--- src/rtl/pdm_audio_loop.sv ---
// pdm_audio_loop: PDM mic capture, sample FIFO and PWM playback in a single clock domain.
module pdm_audio_loop #(
    parameter int CLK_DIV = 50,
    parameter int DECIM = 64,
    parameter int DEPTH = 256,
    parameter bit LR_SEL = 1'b0,
    localparam int SW = $clog2(DECIM) + 1,
    localparam int AW = $clog2(DEPTH)
) (
    input  logic          clk,
    input  logic          reset,
    output logic          mclk,
    output logic          micLRSel,
    input  logic          micData,
    output logic          ampPWM,
    output logic          ampSD,
    input  logic          rec_en,
    input  logic          play_en,
    input  logic          mute,
    input  logic          status_clr,
    output logic          empty,
    output logic          full,
    output logic          overflow,
    output logic          underflow,
    output logic [AW:0]   level
);
    localparam int DW = $clog2(CLK_DIV);
    localparam logic [SW-1:0] MID = SW'(DECIM / 2);
    localparam logic [SW-2:0] LAST = (SW-1)'(DECIM - 1);

    logic [DW-1:0] div_cnt;
    logic          wrap, bit_tick;
    logic [SW-2:0] bit_cnt, frame_cnt;
    logic [SW-1:0] ones, sample, duty;
    logic [SW-1:0] mem [DEPTH];
    logic [AW-1:0] wp, rp;
    logic          push, pop, push_ok, pop_ok, run;

    assign micLRSel = LR_SEL;
    assign ampSD    = play_en;
    assign wrap     = div_cnt == DW'(CLK_DIV - 1);
    // the event edge is the wrap cycle whose mclk value is about to flip away from LR_SEL
    assign bit_tick = wrap && (mclk == LR_SEL);
    assign sample   = ones + SW'(micData);
    assign push     = bit_tick && rec_en && bit_cnt == LAST;
    assign pop      = bit_tick && play_en && (!run || frame_cnt == LAST);
    assign empty    = level == '0;
    assign full     = level == (AW+1)'(DEPTH);
    assign pop_ok   = pop && !empty;
    assign push_ok  = push && (!full || pop_ok);

    always_ff @(posedge clk or negedge reset) begin
        if (!reset) begin
            div_cnt <= '0;
            mclk    <= 1'b0;
        end else begin
            div_cnt <= wrap ? '0 : div_cnt + 1'b1;
            if (wrap) mclk <= !mclk;
        end
    end

    always_ff @(posedge clk or negedge reset) begin
        if (!reset) begin
            bit_cnt <= '0;
            ones    <= '0;
        end else if (!rec_en) begin
            bit_cnt <= '0;
            ones    <= '0;
        end else if (bit_tick) begin
            bit_cnt <= bit_cnt + 1'b1;
            ones    <= push ? '0 : sample;
        end
    end

    always_ff @(posedge clk) begin
        if (push_ok) mem[wp] <= sample;
    end

    always_ff @(posedge clk or negedge reset) begin
        if (!reset) begin
            wp        <= '0;
            rp        <= '0;
            level     <= '0;
            overflow  <= 1'b0;
            underflow <= 1'b0;
        end else begin
            if (push_ok) wp <= wp + 1'b1;
            if (pop_ok) rp <= rp + 1'b1;
            level     <= level + (AW+1)'(push_ok) - (AW+1)'(pop_ok);
            overflow  <= (push && !push_ok) || (overflow && !status_clr);
            underflow <= (pop && empty) || (underflow && !status_clr);
        end
    end

    // run marks that the first frame boundary after play_en rose has been taken
    always_ff @(posedge clk or negedge reset) begin
        if (!reset) begin
            frame_cnt <= '0;
            duty      <= MID;
            run       <= 1'b0;
            ampPWM    <= 1'b0;
        end else begin
            ampPWM <= play_en && run && ({1'b0, frame_cnt} < duty);
            if (!play_en) begin
                frame_cnt <= '0;
                run       <= 1'b0;
            end else if (bit_tick) begin
                frame_cnt <= run ? frame_cnt + 1'b1 : '0;
                run       <= 1'b1;
            end
            if (pop) duty <= (mute || empty) ? MID : mem[rp];
        end
    end
endmodule

--- config.mk ---
export PLATFORM = sky130hd
export DESIGN_NAME = pdm_audio_loop
export DESIGN_NICKNAME = d
export VERILOG_FILES = /design/src/rtl/pdm_audio_loop.sv
export SDC_FILE = /design/constraint.sdc
export NUM_CORES = 2
export LEC_CHECK = 0
export BUFFER_PORTS_ARGS = -buffer_cell sky130_fd_sc_hd__buf_2
export CAP_MARGIN = 20
export CORE_MARGIN = 5
export CORE_UTILIZATION = 35
export CTS_CLUSTER_SIZE = 12
export DETAILED_ROUTE_END_ITERATION = 8
export PLACE_DENSITY = 0.61
export SYNTH_ARGS = -nofsm -noshare
export SYNTH_HDL_FRONTEND = slang
export SYNTH_SLANG_ARGS = --single-unit
export TNS_END_PERCENT = 10
--- constraint.sdc ---
create_clock -name clk -period 9 [get_ports clk]
set_clock_uncertainty 0.2 [all_clocks]
set_input_delay 0.45 -clock clk [delete_from_list [all_inputs] [get_ports clk]]
set_output_delay 0.45 -clock clk [all_outputs]
set_load 0.1 [all_outputs]
---- After elaboration in Yosys (flattened, before gate mapping) ----
Memories as Yosys holds them, arrays and structs flattened.
Index checks and enable logic that the tools add are counted.
storage, ports and cells
  register bits ........................... 62
  bits in writable memories ............... 1792
  input bits .............................. 7
  output and inout port bits .............. 17
  word-level logic and storage cells ...... 69
  memories ................................ 1
operators by class
  add/sub/neg operators ................... 8
  order comparisons ....................... 1
  eq/ne operators ......................... 6
  muxes and demuxes ....................... 14
  bitwise operators ....................... 1
  reduce and logical (&&, ||, !) cells .... 25
memories
  name  words  bits a word  rd ports  clocked after memory_dff  write ports  RTL line  text
  mem   256    7            1         0                         1            35        logic [SW-1:0] mem [DEPTH];
operators with widths
  kind                 number
  $mux 6               6
  $mux 7               4
  $add 6x1->6 const B  3
  $eq 6x6->1 const B   3
  $add 8x1->8 const B  2
  $logic_and 1x1->1    13
  $add 9x1->9          1
  $eq 9x9->1 const B   1
  $logic_not 9->1      1
  $sub 9x1->9          1
  $add 7x1->7          1
  $lt 6x7->1           1
  $logic_not 1->1      6
  $logic_or 1x1->1     5
  $mux 1               4
  $ne 2x1->1 const B   2
  $not 1->1            1

---- Logic depth before layout (Yosys ltp) ----
  word-level depth ........................ 10
  mapped depth ............................ 18
  gate-level depth less buffers ........... 17

---- Worst setup path after synthesis ----
OpenSTA, ideal clock, no wires.
  kind .................................... input -> register
  start point ............................. input micData
  end point ............................... memory mem[0][4] (netlist name) (data pin)
  library setup time ...................... 1.659 ns
  arrival ................................. 8.187 ns
  data required time ...................... 7.141 ns
  path slack .............................. -1.046 ns
  stages on the path ...................... 4
  path buffers ............................ 0
  cells stage by stage .................... ha_1 > ha_1 > nand3_1 > xnor2_1
on the way
  cells in the longest elaborated chain, start to end .. 1
RTL lines
  item                 RTL line  text
  from (decl)          14        input logic micData,
  $add 7x1->7          44        assign sample = ones + SW'(micData);
  named net sample[4]  34        logic [SW-1:0] ones, sample, duty;
  to (decl)            35
The timed path passes the listed nets, and every way through them passes these cells.

---- Final worst setup path ----
  start point ............................. register rp[1]
  end point ............................... register duty[1]
on the way
  cells in the longest elaborated chain, start to end .. 2
RTL lines
  item                    RTL line  text
  from (decl)             36        logic [AW-1:0] wp, rp;
  from (signal assigned)  88        if (pop_ok) rp <= rp + 1'b1;
  $mem_v2 256x7           -
  $mux 7                  111       if (pop) duty <= (mute || empty) ? MID : mem[rp];
  to (signal assigned)    111
  to (decl)               34
No other way between the ends.
A chain may end at the register's enable or synchronous reset.

==> results.ini <==
[detailed_routing]
drt-pass1-iter-count=6
wl_per_cell_um=29.3
wl_met1_mm=79.6
post_drt_via_cell_ratio=5.60
drtIter0Drc=4621
routed_wl_mm=194
drc=0
dr_wl_met3_mm=17.3
highest_layer=met5
route.met2.wl_mm=90.2
antenna_left=0
dr_total_vias=37000

[timing]
worstMarginPinSlew_ns=1.30
hold_viol_final=0
rsz0062_at_grt=false
setup_viol=0
report.final.slew_viol_count=0
fin_crit_sh_pct=57.1
max_freq_mhz=194
whs_ns=0.168
fin_crit_ns=5.14
max-slew-margin-rel_pct=13.3

[global_routing]
grt_pass1_wl_mm=277
grt_start_max_net_pins=196
grt_use_total_pct=17.5
first_global_vias=36700
antenna_found_initial=7
overflow=0

[pwr]
p_leak_uw=0.0206
power_density_nw_per_um2=202
irDropWorstVdd_uv=198

[clock_network]
cts_sinks=1854
clock_path_buffers=3
cts_tree=built
clkTransAtPathRegs_ns=0.06
cts.repair.resized=0
numCtsBuffers=187
insertion_delay_ns=0.83
cts_max_level=4
root_buffer=clkbuf_16

[floorplanning]
fp-row-count=167
fp.dieH_um=467
die_w_um=467
core_area_um2=208000
pin_count=24
die_area_um2=218000
initial_core_util_pct=35.2

[flow_run]
drv_cap=0

[yosys]
ys_warn_count=0
synth_nets=3642
ys_async_sr_fraction_pct=3.34
synth_most_common_cell=edfxtp_1
synth_top_area_cell=edfxtp_1
yosys.cell_types.count=79
ys.flop_type=edfxtp_1
syn_area_per_cell_um2=20.3
ys_seq_area_share_pct=75.6
synth_edf_count=1792
synth_top_area_share_pct=73.5
netlist_area_um2=73200
ys_seq_elements=1854
synthTopCellsByArea=edfxtp_1 74%, mux4_2 11%, mux2i_1 2.4%
yosys-top-cells-count=1,792 x edfxtp_1, 369 x mux4_2, 291 x nor2_1, 177 x mux2i_1
syn_inst=3607

[placed_design]
hpwl_mm=114
gp_congestion=0.819
place_inst=6279
portBuffers=22

[final_layout]
nFillCells=18400
stdcell_count=6605
nNetsFinal=3722
area_delta_synth_final_pct=12.1
drive_above_1_share_pct=19.4

[critical_path]
worstSetupEndpointType=flip-flop
reg2reg_slack_ns=3.86
path_class=flip-flop to flip-flop
crit_required_ns=9.52
cp_max_fo=100
crit_path_start_kind=flip-flop
cp_data_arrival_time_ns=5.66

[min_path]
hp-class=input pin to async pin

[status]
status=completed

[final cells by class]
cell class | count | area (µm²) | area share, %
clock buffer | 266 | 5060 | 6.17
antenna | 1 | 2.50 | 0.00305
tap | 2788 | 3490 | 4.25
inverter | 25 | 95.1 | 0.116
timing repair buffer | 106 | 962 | 1.17
multi-input combinational | 1513 | 16600 | 20.2
clock inverter | 52 | 475 | 0.579
sequential | 1854 | 55400 | 67.5
[cell families after synthesis]
| logic type | Yosys count | share of synthesized area (%) |
|---|---|---|
| XOR/XNOR | 34 | 0.407 |
| AO/OA/AOI/OAI | 355 | 3.37 |
| adder cells (fa/ha/maj) | 28 | 0.489 |
| AND/OR/NAND/NOR | 504 | 2.98 |
| buffers and inverters | 240 | 1.94 |
| other | 1 | 0.00512 |
| multiplexers | 591 | 15.2 |
| flip-flops | 1854 | 75.6 |
[worst paths after layout]
| kind | start | to | cells after the start |
|---|---|---|---|
| max in group asynchronous | reset | rp[3]$_DFFE_PN0P_ | 3 |
| min in group clk | status_clr | underflow$_DFF_PN0_ | 3 |
| hold / removal | reset | level[4]$_DFF_PN0_ | 3 |
| setup / recovery | rp[1]$_DFFE_PN0P_ | duty[1]$_DFFE_PN0P_ | 9 |
| setup reg to reg | rp[1]$_DFFE_PN0P_ | duty[1]$_DFFE_PN0P_ | 9 |
| hold reg to reg | div_cnt[0]$_DFF_PN0_ | div_cnt[0]$_DFF_PN0_ | 1 |
[layer usage]
layer,track usage [%],up-vias
met5,0,-
met4,5.88,4
met3,3.79,362
met2,27.2,1869
met1,24.7,19700
li1,-,15000
[through the flow]
step / TNS (ns) / instance area, µm² / setup slack (ns) / power [µW] / utilization, %
3_3_place_gp: 0 / 76400 / 3.76 / 9560 / 36.8
4_1_cts: 0 / 82000 / 3.83 / 16700 / 39.5
5_1_grt: 0 / 82000 / 3.72 / 17100 / 39.5
2_1_floorplan: -626.29 / 73200 / -0.994 / 9540 / -
3_5_place_dp: 0 / 76400 / 3.81 / 9560 / 36.8
6_report: 0 / 82100 / 3.86 / 16600 / 39.5
[critical path: stages (launching register included)]
cell and delay, ns:
dfrtp_4 0.80, buf_12 0.60, buf_4 0.58, mux4_2 0.46
o21ai_0 0.38, o21ai_0 0.13, a211oi_1 0.88, o21ai_0 0.45
a32oi_1 0.31, nand2b_1 0.09
[power by group]
| part | switching, µW | leakage, µW | internal [µW] |
|---|---|---|---|
| Clock | 3200 | 0.00267 | 4010 |
| Sequential | 0.000000000000112 | 0.0137 | 9340 |
| Combinational | 39.8 | 0.00423 | 7.24 |
| Total | 3240 | 0.0206 | 13400 |
[timing repair]
item | CTS | global route
setup buffers | 0 | 0
endpoints found under the hold margin | 90 | 0
setup endpoints to repair | 0 | 0
hold buffers | 6 | 0
[layout by cell type, fill, tap and decap left out, types with 15 or more instances in the layout]
cell type / count
xnor2_1: 16
mux4_1: 34
nor2_1: 290
buf_4: 61
a22o_1: 17
nor3_1: 16
inv_1: 22
ha_1: 25
buf_2: 22
clkbuf_1: 73
clkbuf_16: 189
a21oi_1: 75
dfrtp_1: 56
nand2_1: 82
o221ai_1: 40
mux2i_1: 177
nor2b_1: 15
a22oi_1: 43
a221oi_1: 24
nand3_1: 35
clkinv_1: 24
mux4_2: 369
o22ai_1: 21
o21ai_0: 49
edfxtp_1: 1792
[sequential cells by signal, indices dropped and copies added, names as in the netlist]
signal     cells
mem         1792
level          9
rp             8
wp             8
duty           7
ones           7
bit_cnt        6
div_cnt        6
frame_cnt      6
ampPWM         1
mclk           1
overflow       1
run            1
underflow      1
(Power assumes the default switching activity.)
